<file path="src/rtl/reg_share_arbiter.sv">
// reg_share_arbiter
//
// Round-robin arbiter that shares one W-bit register among N requesters.
// A requester owns the register while granted, writes it through its own
// wr_en/wr_data lane, and gives it up by dropping req. Ownership is forcibly
// ended after MAX_HOLD grant cycles so that no requester can starve the
// others. Every release is followed by exactly one bubble cycle (GAP) with
// no grant before the next owner is chosen.
//
// Ports
//   clk      in   system clock, rising-edge
//   reset    in   synchronous active-high reset
//   req      in   [N]     level-sensitive ownership request per requester
//   wr_en    in   [N]     write strobe per requester (only the owner's counts)
//   wr_data  in   [N*W]   write data, requester i on bits [i*W +: W]
//   gnt      out  [N]     one-hot grant, zero when nobody owns the register
//   owner    out  [clog2(N)] index of the current owner, 0 when gnt == 0
//   busy     out  1       high while gnt != 0
//   timeout  out  1       one-cycle pulse in the GAP cycle after a forced release
//   q        out  [W]     shared register contents
module reg_share_arbiter #(
    parameter int N        = 4,
    parameter int W        = 8,
    parameter int MAX_HOLD = 8
) (
    input  logic                 clk,
    input  logic                 reset,
    input  logic [N-1:0]         req,
    input  logic [N-1:0]         wr_en,
    input  logic [N*W-1:0]       wr_data,
    output logic [N-1:0]         gnt,
    output logic [$clog2(N)-1:0] owner,
    output logic                 busy,
    output logic                 timeout,
    output logic [W-1:0]         q
);

    localparam int PW = $clog2(N);
    localparam int HW = $clog2(MAX_HOLD);

    typedef enum logic [1:0] {
        IDLE  = 2'd0,
        OWNED = 2'd1,
        GAP   = 2'd2
    } state_t;

    state_t          state, state_nxt;
    logic [PW-1:0]   ptr, ptr_nxt;
    logic [HW-1:0]   hcnt, hcnt_nxt;
    logic [N-1:0]    gnt_nxt;
    logic [PW-1:0]   owner_nxt;
    logic            timeout_nxt;
    logic [W-1:0]    q_nxt;

    logic            found;
    logic [PW-1:0]   win;
    logic [PW-1:0]   idx;

    // Rotating priority search starting at ptr: first requester wins.
    always_comb begin
        found = 1'b0;
        win   = '0;
        idx   = '0;
        for (int k = 0; k < N; k++) begin
            idx = PW'((int'(ptr) + k) % N);
            if (!found && req[idx]) begin
                found = 1'b1;
                win   = idx;
            end
        end
    end

    always_comb begin
        state_nxt   = state;
        ptr_nxt     = ptr;
        hcnt_nxt    = hcnt;
        gnt_nxt     = gnt;
        owner_nxt   = owner;
        timeout_nxt = 1'b0;
        q_nxt       = q;

        case (state)
            IDLE, GAP: begin
                // GAP arbitrates exactly like IDLE; ptr was already advanced
                // past the previous owner when it released.
                if (found) begin
                    state_nxt = OWNED;
                    gnt_nxt   = {{(N-1){1'b0}}, 1'b1} << win;
                    owner_nxt = win;
                    hcnt_nxt  = '0;
                end else begin
                    state_nxt = IDLE;
                    gnt_nxt   = '0;
                    owner_nxt = '0;
                end
            end
            OWNED: begin
                hcnt_nxt = hcnt + HW'(1);
                if (!req[owner]) begin
                    // Voluntary release: no write is taken in this cycle.
                    state_nxt = GAP;
                    gnt_nxt   = '0;
                    owner_nxt = '0;
                    ptr_nxt   = PW'((int'(owner) + 1) % N);
                end else begin
                    if (wr_en[owner]) begin
                        q_nxt = wr_data[int'(owner)*W +: W];
                    end
                    // Forced release still honours the write of its last cycle.
                    if (hcnt == HW'(MAX_HOLD - 1)) begin
                        state_nxt   = GAP;
                        gnt_nxt     = '0;
                        owner_nxt   = '0;
                        ptr_nxt     = PW'((int'(owner) + 1) % N);
                        timeout_nxt = 1'b1;
                    end
                end
            end
            default: begin
                state_nxt = IDLE;
                gnt_nxt   = '0;
                owner_nxt = '0;
            end
        endcase
    end

    always_ff @(posedge clk) begin
        if (reset) begin
            state   <= IDLE;
            ptr     <= '0;
            hcnt    <= '0;
            gnt     <= '0;
            owner   <= '0;
            timeout <= 1'b0;
            q       <= '0;
        end else begin
            state   <= state_nxt;
            ptr     <= ptr_nxt;
            hcnt    <= hcnt_nxt;
            gnt     <= gnt_nxt;
            owner   <= owner_nxt;
            timeout <= timeout_nxt;
            q       <= q_nxt;
        end
    end

    assign busy = |gnt;

endmodule

</file>
<file path="config.mk">
export PLATFORM = sky130hd
export DESIGN_NAME = reg_share_arbiter
export DESIGN_NICKNAME = d
export VERILOG_FILES = /design/src/rtl/reg_share_arbiter.sv
export SDC_FILE = /design/constraint.sdc
export NUM_CORES = 1
export LEC_CHECK = 0
export ABC_AREA = 1
export CORE_MARGIN = 2
export CORE_UTILIZATION = 60
export DETAILED_ROUTE_END_ITERATION = 6
export DONT_BUFFER_PORTS = 1
export GPL_ROUTABILITY_DRIVEN = 1
export GPL_TIMING_DRIVEN = 0
export HOLD_SLACK_MARGIN = 0.08
export PLACE_DENSITY_LB_ADDON = 0.08
export SYNTH_ARGS = -nofsm -noshare
export SYNTH_HDL_FRONTEND = slang
export SYNTH_SLANG_ARGS = --single-unit
export TNS_END_PERCENT = 20
</file>
<file path="constraint.sdc">
create_clock -name clk -period 2.07 [get_ports clk]
set_input_delay 0.621 -clock clk [delete_from_list [all_inputs] [get_ports clk]]
set_output_delay 0.621 -clock clk [all_outputs]
set_load 0.05 [all_outputs]
</file>
# Word-level counts from Yosys, hierarchy flattened
# Index checks and enable logic that the tools add are counted.
dict set report word_totals {
  regBits 22
  input_bits 42
  out_inout_bits 16
  word_cells 78
}
dict set report op_classes {
  add_sub_neg 5
  order_cmp 5
  n_eq_ne 6
  shift 2
  muxes 37
  bitwise_logic 2
  n_reduce_logical 14
}
# op n
set op_table {}
lappend op_table {{variable part select 32 x 6 -> 8 bit} 1}
lappend op_table {{2-to-1 mux 2 bit} 11}
lappend op_table {{less-than comparator 2 x 3 -> 1 bit (second input constant)} 5}
lappend op_table {{binary-select mux 1 bit (select 2 bit)} 6}
lappend op_table {{2-to-1 mux 1 bit} 12}
lappend op_table {{2-to-1 mux 4 bit} 3}
lappend op_table {{case mux 2 bit (2 select lines)} 2}
lappend op_table {{case mux 4 bit (2 select lines)} 1}
lappend op_table {{case mux 3 bit (2 select lines)} 1}
lappend op_table {{adder 2 x 1 -> 2 bit (second input constant)} 2}
lappend op_table {{adder 2 bit (second input constant)} 2}
lappend op_table {{AND reduction 2 bit} 2}
lappend op_table {{OR reduction 4 bit} 1}
lappend op_table {{<< shifter 1 x 2 -> 4 bit (first input constant)} 1}
lappend op_table {{adder 3 x 1 -> 3 bit (second input constant)} 1}
lappend op_table {{== test 3 bit (second input constant)} 1}
lappend op_table {{logical AND 1 bit} 3}
lappend op_table {{zero test 1 bit} 3}
lappend op_table {{2-to-1 mux 3 bit} 1}
lappend op_table {{!= test 3 bit (second input constant)} 1}
lappend op_table {{AND reduction 3 bit} 1}
lappend op_table {{OR reduction 3 bit} 1}
lappend op_table {{== test 2 x 1 -> 1 bit (second input constant)} 1}
lappend op_table {{== test 2 bit (second input constant)} 1}
lappend op_table {{6 further kinds} 7}

# Logic depth before layout (Yosys ltp)
# Gate-level depths: netlist of the first run.
dict set report depth {
  ltp_word 15
  mapped_depth 14
  depth_no_buf 13
}

# Worst setup path before layout of the first run
# No wires, ideal clock.
dict set report synth_path {
  path_kind {register -> output}
  from {reg gnt[3]}
  to {out busy}
  arrival_time_ns 1.296
  required_ns 1.449
  slack_ns 0.153
  path_stages_with_launch 2
  path_buffers 0
  cell_sequence {dfxtp_1 or4_1}
}
dict set report synth_between {
  elab_chain_len 1
}
# item line_no
set synth_lines {}
lappend synth_lines {{start: declaration} 31} ;# output logic [N-1:0] gnt,
lappend synth_lines {{start signal: assignment} 140} ;# gnt <= gnt_nxt;
lappend synth_lines {{OR reduction 4 bit} 147} ;# assign busy = |gnt;
lappend synth_lines {{end: declaration} 33} ;# output logic busy,
# Every way passes these cells.

# Final worst setup path of the first run
dict set report layout_path {
  from {reg gnt[0]}
  to {out busy}
}
# Same word-level chain as after synthesis.

==> results.cfg, run 1 <==
[timing]
clock_skew_ns = 0.00675
hold_viol = 0
rsz0062_at_grt = no
period_share_pct = 98.1
worst_pin_slew_ns = 0.553
hold_slack_ns = 0.477
relSlewSlack_pct = 63.1
tns_ns = 0
fin_ws_ns = 0.0386
fmax_mhz = 492
drv_slew = 0
setup_viol = 0
fin_crit_ns = 2.03

[outcome]
outcome = finished clean

[route]
drc = 0
ant_nets = 0
routed_via_density = 5.75
via_count = 1391
first_pass_iters = 4
drt-initial-drc-count = 24
wirelength_um = 3290
wire_per_inst_um = 13.6

[cells_and_area]
seqCellArea_um2 = 447
fillers = 217
fin_area_um2 = 1470
final_cell_mix = nand2_1, nor2_1, a21oi_1
final_common_cell = nand2_1
final_nets = 260
area_growth_pct = 4.83
drive_gt1_share_pct = 14.5
multi_input_area_um2 = 830
antenna_cells = 0

[clock_tree]
cts-hold-fix-buffers = 0
cts_tree = yes
htree_num_levels = 1
cts_root_buffer = clkbuf_4
clockBufferDepth = 2
cts_sinks = 22
clkLatencyLatePin_ns = 0.29
cts_made_buffers = 3
clkTransAtPathRegs_ns = 0.11

[die]
core_area_um2 = 2210
rows = 17
fp.dieW_um = 52.3
ios = 58
start_util_pct = 63.2
die_h_um = 52.3
die-area_um2 = 2730

[pwr]
p_leak_nw = 0.606
p_sw_share_pct = 55.3
comb_power_share_pct = 55.3
total_power_mw = 2.38
irDropWorstVdd_uv = 901
p_seq_share_pct = 37.1
clockPowerShare_pct = 7.6
powerDensity_nw_per_um2 = 1630
p_sw_mw = 1.32
p_int_mw = 1.07

[logic_synthesis]
synthArstFlopShare_pct = 0
synth_cells = 211
synth-edff-count = 0
seq_area_frac_synth_pct = 31.5
ys_seq_elements = 22
synthDistinctLibCells = 32
yosys_warnings = 0
synth_area_per_cell_um2 = 6.62
synthFlopType = dfxtp_1
syn_area_um2 = 1400
synth_nets = 255

[worst_setup_path]
end_kind = primary output
max_stage_delay_ns = 0.61
required_ns = 1.45
cp.arrival_ns = 1.41
cp_max_fo = 3
cp_slowest_cell = or4_4
worst_setup_path_start_kind = flip-flop
crit_family = simple AND/OR/NAND/NOR gates
critical_path_buf_inv_count = 0
crit_chain = or4_4
crit_type = flip-flop to primary output

[grt]
grt_util_all_layers_pct = 25.5
grt_max_degree = 12
grt_pass1_vias = 1271
grt_overflow = 0
antenna_found_initial = 0
grt_pass1_wl_um = 5370

[hold_path]
hp-class = flip-flop to flip-flop

[job]
max_cap_viol_count = 0

[place]
place_ws_ns = 0.0618
dpl.hpwl_um = 2620
placed_area_um2 = 1430
place.gp.congestion = 0.914
portBuffers = 0
==> cell usage after synthesis (4+ instances only) <==
master / number / area, um^2
o32ai_1: 8 / 70.1
buf_2: 5 / 25.0
a21oi_1: 18 / 90.1
inv_1: 15 / 56.3
dfxtp_1: 22 / 440
nand2_2: 4 / 25.0
nand2_1: 45 / 169
o21ai_0: 12 / 60.1
nand3_1: 15 / 75.1
nor2_1: 38 / 143
==> through the flow <==
step	util, %	cells
finish	66.2	242
global route	66.2	242
CTS	66.1	242
detailed placement	64.8	239
global placement	64.8	239
floorplan	-	211
==> sequential cells by signal (all words and copies together) (netlist names) <==
register	flops
q	8
gnt	4
hcnt	3
owner	2
ptr	2
state	2
timeout	1
==> final timing paths <==
path,end,startpoint,depth (start not counted),slack (ns)
setup / recovery,busy,gnt[0]$_SDFFE_PP0P_,1,0.04
hold / removal,hcnt[0]$_SDFFE_PP0P_,hcnt[0]$_SDFFE_PP0P_,1,0.48
setup reg to reg,q[2]$_SDFFE_PP0P_,owner[0]$_SDFFE_PP0P_,9,0.24
hold reg to reg,hcnt[0]$_SDFFE_PP0P_,hcnt[0]$_SDFFE_PP0P_,1,0.48
==> per-layer routing <==
| layer | vias to the layer above | routed length (um) | GRT usage [%] |
|---|---|---|---|
| met5 | - | 0 | 0 |
| met4 | 0 | 59 | 8.12 |
| met3 | 10 | 228 | 4.29 |
| met2 | 53 | 1510 | 41.6 |
| met1 | 619 | 1490 | 34.4 |
| li1 | 709 | - | - |
==> power by group through the flow <==
stage	logic [mW]	clock network [mW]	registers, mW
2_1_floorplan	1.08	0	0.861
3_3_place_gp	1.25	0	0.879
3_5_place_dp	1.28	0	0.883
4_1_cts	1.31	0.187	0.880
5_1_grt	1.47	0.204	0.899
6_report	1.32	0.181	0.884
==> cell families (layout without fill, tap and decap cells) <==
logic type	count (synthesis)	in the layout	share of synthesized area [%]
AND/OR/NAND/NOR	113	113	35.7
AO/OA/AOI/OAI	45	45	21.0
buffers and inverters	28	31	9.40
flip-flops	22	22	31.5
adder cells (fa/ha/maj)	2	2	1.79
XOR/XNOR	1	1	0.627
==> repair_timing <==
| action | in CTS | in global routing |
|---|---|---|
| gates resized for setup | 4 | 2 |
| buffers inserted | 0 | 0 |
| endpoints found under the setup margin | 1 | 11 |
==> final cells by class <==
type                    count  area share (%)
multi-input cells         161            56.6
well taps                  28            2.39
plain buffers               9            3.76
inverters                  19            5.21
clock buffers               3            1.54
flip-flops and latches     22            30.5
Note: power is estimated with default switching activity, not from simulation.
==> inputs of run 2 (changes only) <==
--- a/config.mk
+++ b/config.mk
@@ -5,14 +5,13 @@
 export SDC_FILE = /design/constraint.sdc
 export NUM_CORES = 1
 export LEC_CHECK = 0
-export ABC_AREA = 1
 export CORE_MARGIN = 2
 export CORE_UTILIZATION = 60
 export DETAILED_ROUTE_END_ITERATION = 6
 export DONT_BUFFER_PORTS = 1
-export GPL_ROUTABILITY_DRIVEN = 1
 export GPL_TIMING_DRIVEN = 0
 export HOLD_SLACK_MARGIN = 0.08
+export MAX_ROUTING_LAYER = met4
 export PLACE_DENSITY_LB_ADDON = 0.08
 export SYNTH_ARGS = -nofsm -noshare
 export SYNTH_HDL_FRONTEND = slang
==> run 2 against run 1 <==
Compared with the run above:
- die area down 5.7%
- first-iteration DRC count down 33%
- global-route usage down 2.4 points
- highest routed layer unchanged
==> results.cfg, run 2 <==
[outcome]
outcome = finished clean

[grt]
grt_max_degree = 12
grt_pass1_wl_um = 4370
grt_overflow = 0
grt_pass1_vias = 1015
grt_util_all_layers_pct = 23.2
antenna_found_initial = 0

[route]
wirelength_um = 2680
ant_nets = 0
drc = 0
first_pass_iters = 4
wire_per_inst_um = 17.5
via_count = 977
drt-initial-drc-count = 16
routed_via_density = 6.39

[cells_and_area]
fin_area_um2 = 1380
top_register = q
antenna_cells = 0
drive_gt1_share_pct = 20.6
final_common_cell = nand2b_1
final_nets = 172
largest_reg_flops = 8
area_growth_pct = 4.96
reg.largest.list = q (8), gnt (4), hcnt (3)
final_cell_mix = nand2b_1, dfxtp_1, mux2i_1
fillers = 165

[timing]
fin_crit_ns = 2.04
period_share_pct = 98.5
rsz0062_at_grt = no
worst_pin_slew_ns = 0.640
hold_viol = 0
relSlewSlack_pct = 57.3
tns_ns = 0
drv_slew = 0
setup_viol = 0
fmax_mhz = 490
fin_ws_ns = 0.0310
clock_skew_ns = 0.00371

[worst_setup_path]
critical_path_buf_inv_count = 0
max_stage_delay_ns = 0.68
end_kind = primary output
crit_type = flip-flop to primary output
crit_family = simple AND/OR/NAND/NOR gates
cp.arrival_ns = 1.42
worst_setup_path_start_kind = flip-flop
cp_slowest_cell = or4_4
cp_max_fo = 3
crit_chain = or4_4
required_ns = 1.45

[pwr]
p_sw_share_pct = 33.5
clockPowerShare_pct = 19.3
p_sw_mw = 0.322
p_leak_nw = 0.504
irDropWorstVdd_uv = 446
p_int_mw = 0.638
powerDensity_nw_per_um2 = 697
comb_power_share_pct = 25.1
p_seq_share_pct = 55.6

[logic_synthesis]
synth_area_per_cell_um2 = 10.7
netlist_top_cells_count = dfxtp_1, nand2b_1, mux2i_1
netlist.top_cell.by_area = dfxtp_1
synthMuxAreaShare_pct = 25.6
ys_seq_elements = 22
seq_area_frac_synth_pct = 33.6
synthSimpleGateAreaFrac_pct = 19.9
synth_compound_area_share_pct = 14.1
netlist_top_cells_area = dfxtp_1, mux4_2, nand2b_1, mux2i_1, a21oi_1
synthArstFlopShare_pct = 0
synth_cells = 123
synth_top_area_share_pct = 33.6
synth-xor-area-share_pct = 0.668
yosysMostFrequentCell = dfxtp_1
synthFlopType = dfxtp_1
syn_area_um2 = 1310
synthDistinctLibCells = 32
yosys_warnings = 0
synth_nets = 167
synth_adder_area_share_pct = 1.91
synth_top_family_by_area = multiplexers
synth-edff-count = 0

[clock_tree]
cts_tree = yes
clkLatencyLatePin_ns = 0.30
htree_num_levels = 1
cts_made_buffers = 3
cts_sinks = 22
cts_root_buffer = clkbuf_4
clkTransAtPathRegs_ns = 0.11
cts-hold-fix-buffers = 0
clockBufferDepth = 2

[place]
place_ws_ns = 0.0387
place.gp.congestion = 0.881
placed_area_um2 = 1350
dpl.hpwl_um = 2090
portBuffers = 0

[die]
start_util_pct = 65.5
ios = 58
fp.dieW_um = 50.8
rows = 16
die-area_um2 = 2580
die_h_um = 50.8
core_area_um2 = 2000

[job]
max_cap_viol_count = 0

[hold_path]
hp-class = flip-flop to flip-flop
-- run 2: cell families after synthesis --
family                   count (synthesis)
AND/OR/NAND/NOR                         44
AO/OA/AOI/OAI                           23
flip-flops                              22
multiplexers                            21
buffers and inverters                   10
adder cells (fa/ha/maj)                  2
XOR/XNOR                                 1
-- run 2: area by class of cell --
class / count / area (um^2) / area share (%)
Multi-Input combinational cell: 91 / 820 / 59.5
Inverter: 2 / 7.51 / 0.545
Buffer: 8 / 47.5 / 3.45
Clock buffer: 3 / 22.5 / 1.64
Sequential cell: 22 / 445 / 32.4
Tap cell: 27 / 33.8 / 2.45
-- run 2: per-layer routing --
layer	wire length, um	part of all wire (%)	vias up	global-route usage, %
met1	1110	41	459	27.9
met4	44	1.6	0	7.21
li1	-	-	467	-
met3	238	8.9	7	5.36
met5	0	0	-	-
met2	1300	48	44	38.6
-- run 2: through the flow --
| stage | total power, mW | util [%] | cells | hold WS, ns |
|---|---|---|---|---|
| 6_report | 0.959 | 68.8 | 153 | 0.486 |
| 5_1_grt | 1.00 | 68.8 | 153 | 0.533 |
| 4_1_cts | 0.967 | 68.7 | 153 | 0.489 |
| 3_5_place_dp | 0.778 | 67.2 | 150 | 0.473 |
| 3_3_place_gp | 0.770 | 67.2 | 150 | 0.461 |
| 2_1_floorplan | 0.743 | - | 123 | 0.452 |
-- run 2: repair_timing --
| item | in CTS | in global routing |
|---|---|---|
| setup endpoints to repair | 1 | 8 |
| buffers inserted | 0 | 0 |
| pin swaps | 0 | 0 |
| resized for setup | 4 | 1 |
| endpoints found under the hold margin | 0 | 0 |
-- run 2: worst paths after layout --
kind	cells past startpoint	slack, ns	to	startpoint
min reg2reg	2	0.49	hcnt[2]$_SDFFE_PP0P_	hcnt[2]$_SDFFE_PP0P_
max	1	0.03	busy	gnt[3]$_SDFFE_PP0P_
max reg2reg	4	0.12	ptr[1]$_SDFFE_PP0P_	owner[1]$_SDFFE_PP0P_
min	2	0.49	hcnt[2]$_SDFFE_PP0P_	hcnt[2]$_SDFFE_PP0P_
-- run 2: power groups by stage --
stage	sequential, mW	combinational (mW)	clock, mW
finish	0.533	0.241	0.185
global route	0.537	0.263	0.204
CTS	0.532	0.241	0.193
detailed placement	0.541	0.237	0
global placement	0.540	0.230	0
floorplan	0.535	0.209	0
==> inputs of run 3 (changes only) <==
--- a/config.mk
+++ b/config.mk
@@ -5,6 +5,7 @@
 export SDC_FILE = /design/constraint.sdc
 export NUM_CORES = 1
 export LEC_CHECK = 0
+export ABC_AREA = 1
 export CORE_MARGIN = 2
 export CORE_UTILIZATION = 60
 export DETAILED_ROUTE_END_ITERATION = 6
==> run 3 against run 2 <==
Compared with the run above:
- routed wire length rose by 23%
- clock power fell by 2%
- global-route usage rose by 3.3 points
==> results.cfg, run 3 (synthesis results as in run 1) <==
[outcome]
outcome = finished clean

[worst_setup_path]
cp_slowest_cell = or4_4
crit_chain = or4_4
critical_path_buf_inv_count = 0
required_ns = 1.45
reg2reg_slack_ns = 0.24
crit_type = flip-flop to primary output
cp.arrival_ns = 1.41
cp_max_fo = 3
crit_family = simple AND/OR/NAND/NOR gates
worst_setup_path_start_kind = flip-flop
end_kind = primary output
max_stage_delay_ns = 0.61

[clock_tree]
cts-hold-fix-buffers = 0
cts_made_buffers = 3
htree_num_levels = 1
clkLatencyLatePin_ns = 0.29
cts_sinks = 22
clkTransAtPathRegs_ns = 0.11
cts_tree = yes
clockBufferDepth = 2
cts_root_buffer = clkbuf_4

[timing]
fin_crit_ns = 2.03
hold_slack_ns = 0.477
period_share_pct = 98.1
fmax_mhz = 492
worst_pin_slew_ns = 0.553
tns_ns = 0
rsz0062_at_grt = no
clock_skew_ns = 0.00673
hold_viol = 0
relSlewSlack_pct = 63.1
drv_slew = 0
setup_viol = 0

[cells_and_area]
multi_input_area_um2 = 830
area_growth_pct = 4.83
fin_area_um2 = 1470
fin_cells = 242
final_common_cell = nand2_1
largest_reg_flops = 8
seqCellArea_um2 = 447
top_register = q
final_nets = 260
reg.largest.list = q (8), gnt (4), hcnt (3)
antenna_cells = 0
drive_gt1_share_pct = 14.5
final_cell_mix = nand2_1, nor2_1, a21oi_1
fillers = 217

[die]
rows = 17
die_h_um = 52.3
die-area_um2 = 2730
fp.dieW_um = 52.3
start_util_pct = 63.2
ios = 58
core_area_um2 = 2210

[place]
place.gp.congestion = 0.929
numPlacedInstances = 239
placed_area_um2 = 1430
dpl.hpwl_um = 2620
portBuffers = 0

[grt]
grt_pass1_wl_um = 5420
gr-usage-met1_pct = 34.9
antenna_found_initial = 0
top_usage_layer = met2
grt_util_all_layers_pct = 26.4
grt_use_met2_pct = 42.4
grt_overflow = 0
grtUsageMet3_pct = 4.57
grt_max_degree = 12
grt_pass1_vias = 1263

[hold_path]
hp-class = flip-flop to flip-flop

[pwr]
powerDensity_nw_per_um2 = 1630
irDropWorstVdd_uv = 901
p_leak_nw = 0.606

[route]
ant_nets = 0
drc = 0
routed_via_density = 5.81
first_pass_iters = 4
via_count = 1407
wire_per_inst_um = 13.6
drt-initial-drc-count = 22
wirelength_um = 3300

[job]
max_cap_viol_count = 0
-- run 3: cell types whose count changed in the layout (fill, tap and decap cells not counted), moves of 10 or more --
cell,change
nand2_1,+42
nand2b_1,-20
mux4_2,-10
mux2i_1,-11
a21oi_1,+10
o21ai_0,+11
nor2_1,+31
inv_1,+13
nand3_1,+11
-- run 3: routing by layer --
metal,vias up,wire (um)
li1,708,-
met1,617,1470
met2,70,1520
met3,12,251
met4,0,63
met5,-,0
-- run 3: layout make-up --
type                       count  share of cell area (%)
buffer                         9                    3.76
clock buffer                   3                    1.54
inverter                      19                    5.21
multi-input combinational    161                    56.6
sequential                    22                    30.5
tap                           28                    2.39
-- run 3: where the power goes --
part	total (mW)	switching, mW	internal [mW]
Sequential	0.884	0.342	0.542
Combinational	1.32	0.863	0.457
Clock	0.181	0.114	0.0677
Total	2.38	1.32	1.07
-- run 3: path summary, 6_finish.rpt --
path / start / depth (start not counted) / endpoint
setup reg to reg: owner[0]$_SDFFE_PP0P_ / 7 / q[2]$_SDFFE_PP0P_
setup / recovery: gnt[0]$_SDFFE_PP0P_ / 1 / busy
hold reg to reg: hcnt[0]$_SDFFE_PP0P_ / 1 / hcnt[0]$_SDFFE_PP0P_
hold / removal: hcnt[0]$_SDFFE_PP0P_ / 1 / hcnt[0]$_SDFFE_PP0P_
-- run 3: what timing repair did --
item / CTS / global route
setup endpoints to repair: 1 / 11
gates resized for setup: 4 / 2
buffers inserted: 0 / 0
-- run 3: stage by stage --
| stage | worst slack (ns) | power, mW | utilization (%) |
|---|---|---|---|
| after floorplan | 0.153 | 1.94 | - |
| after global placement | 0.124 | 2.13 | 64.8 |
| after detailed placement | 0.0618 | 2.17 | 64.8 |
| after CTS | 0.0347 | 2.37 | 66.1 |
| after global routing | 0.00505 | 2.57 | 66.2 |
| final | 0.0386 | 2.38 | 66.2 |
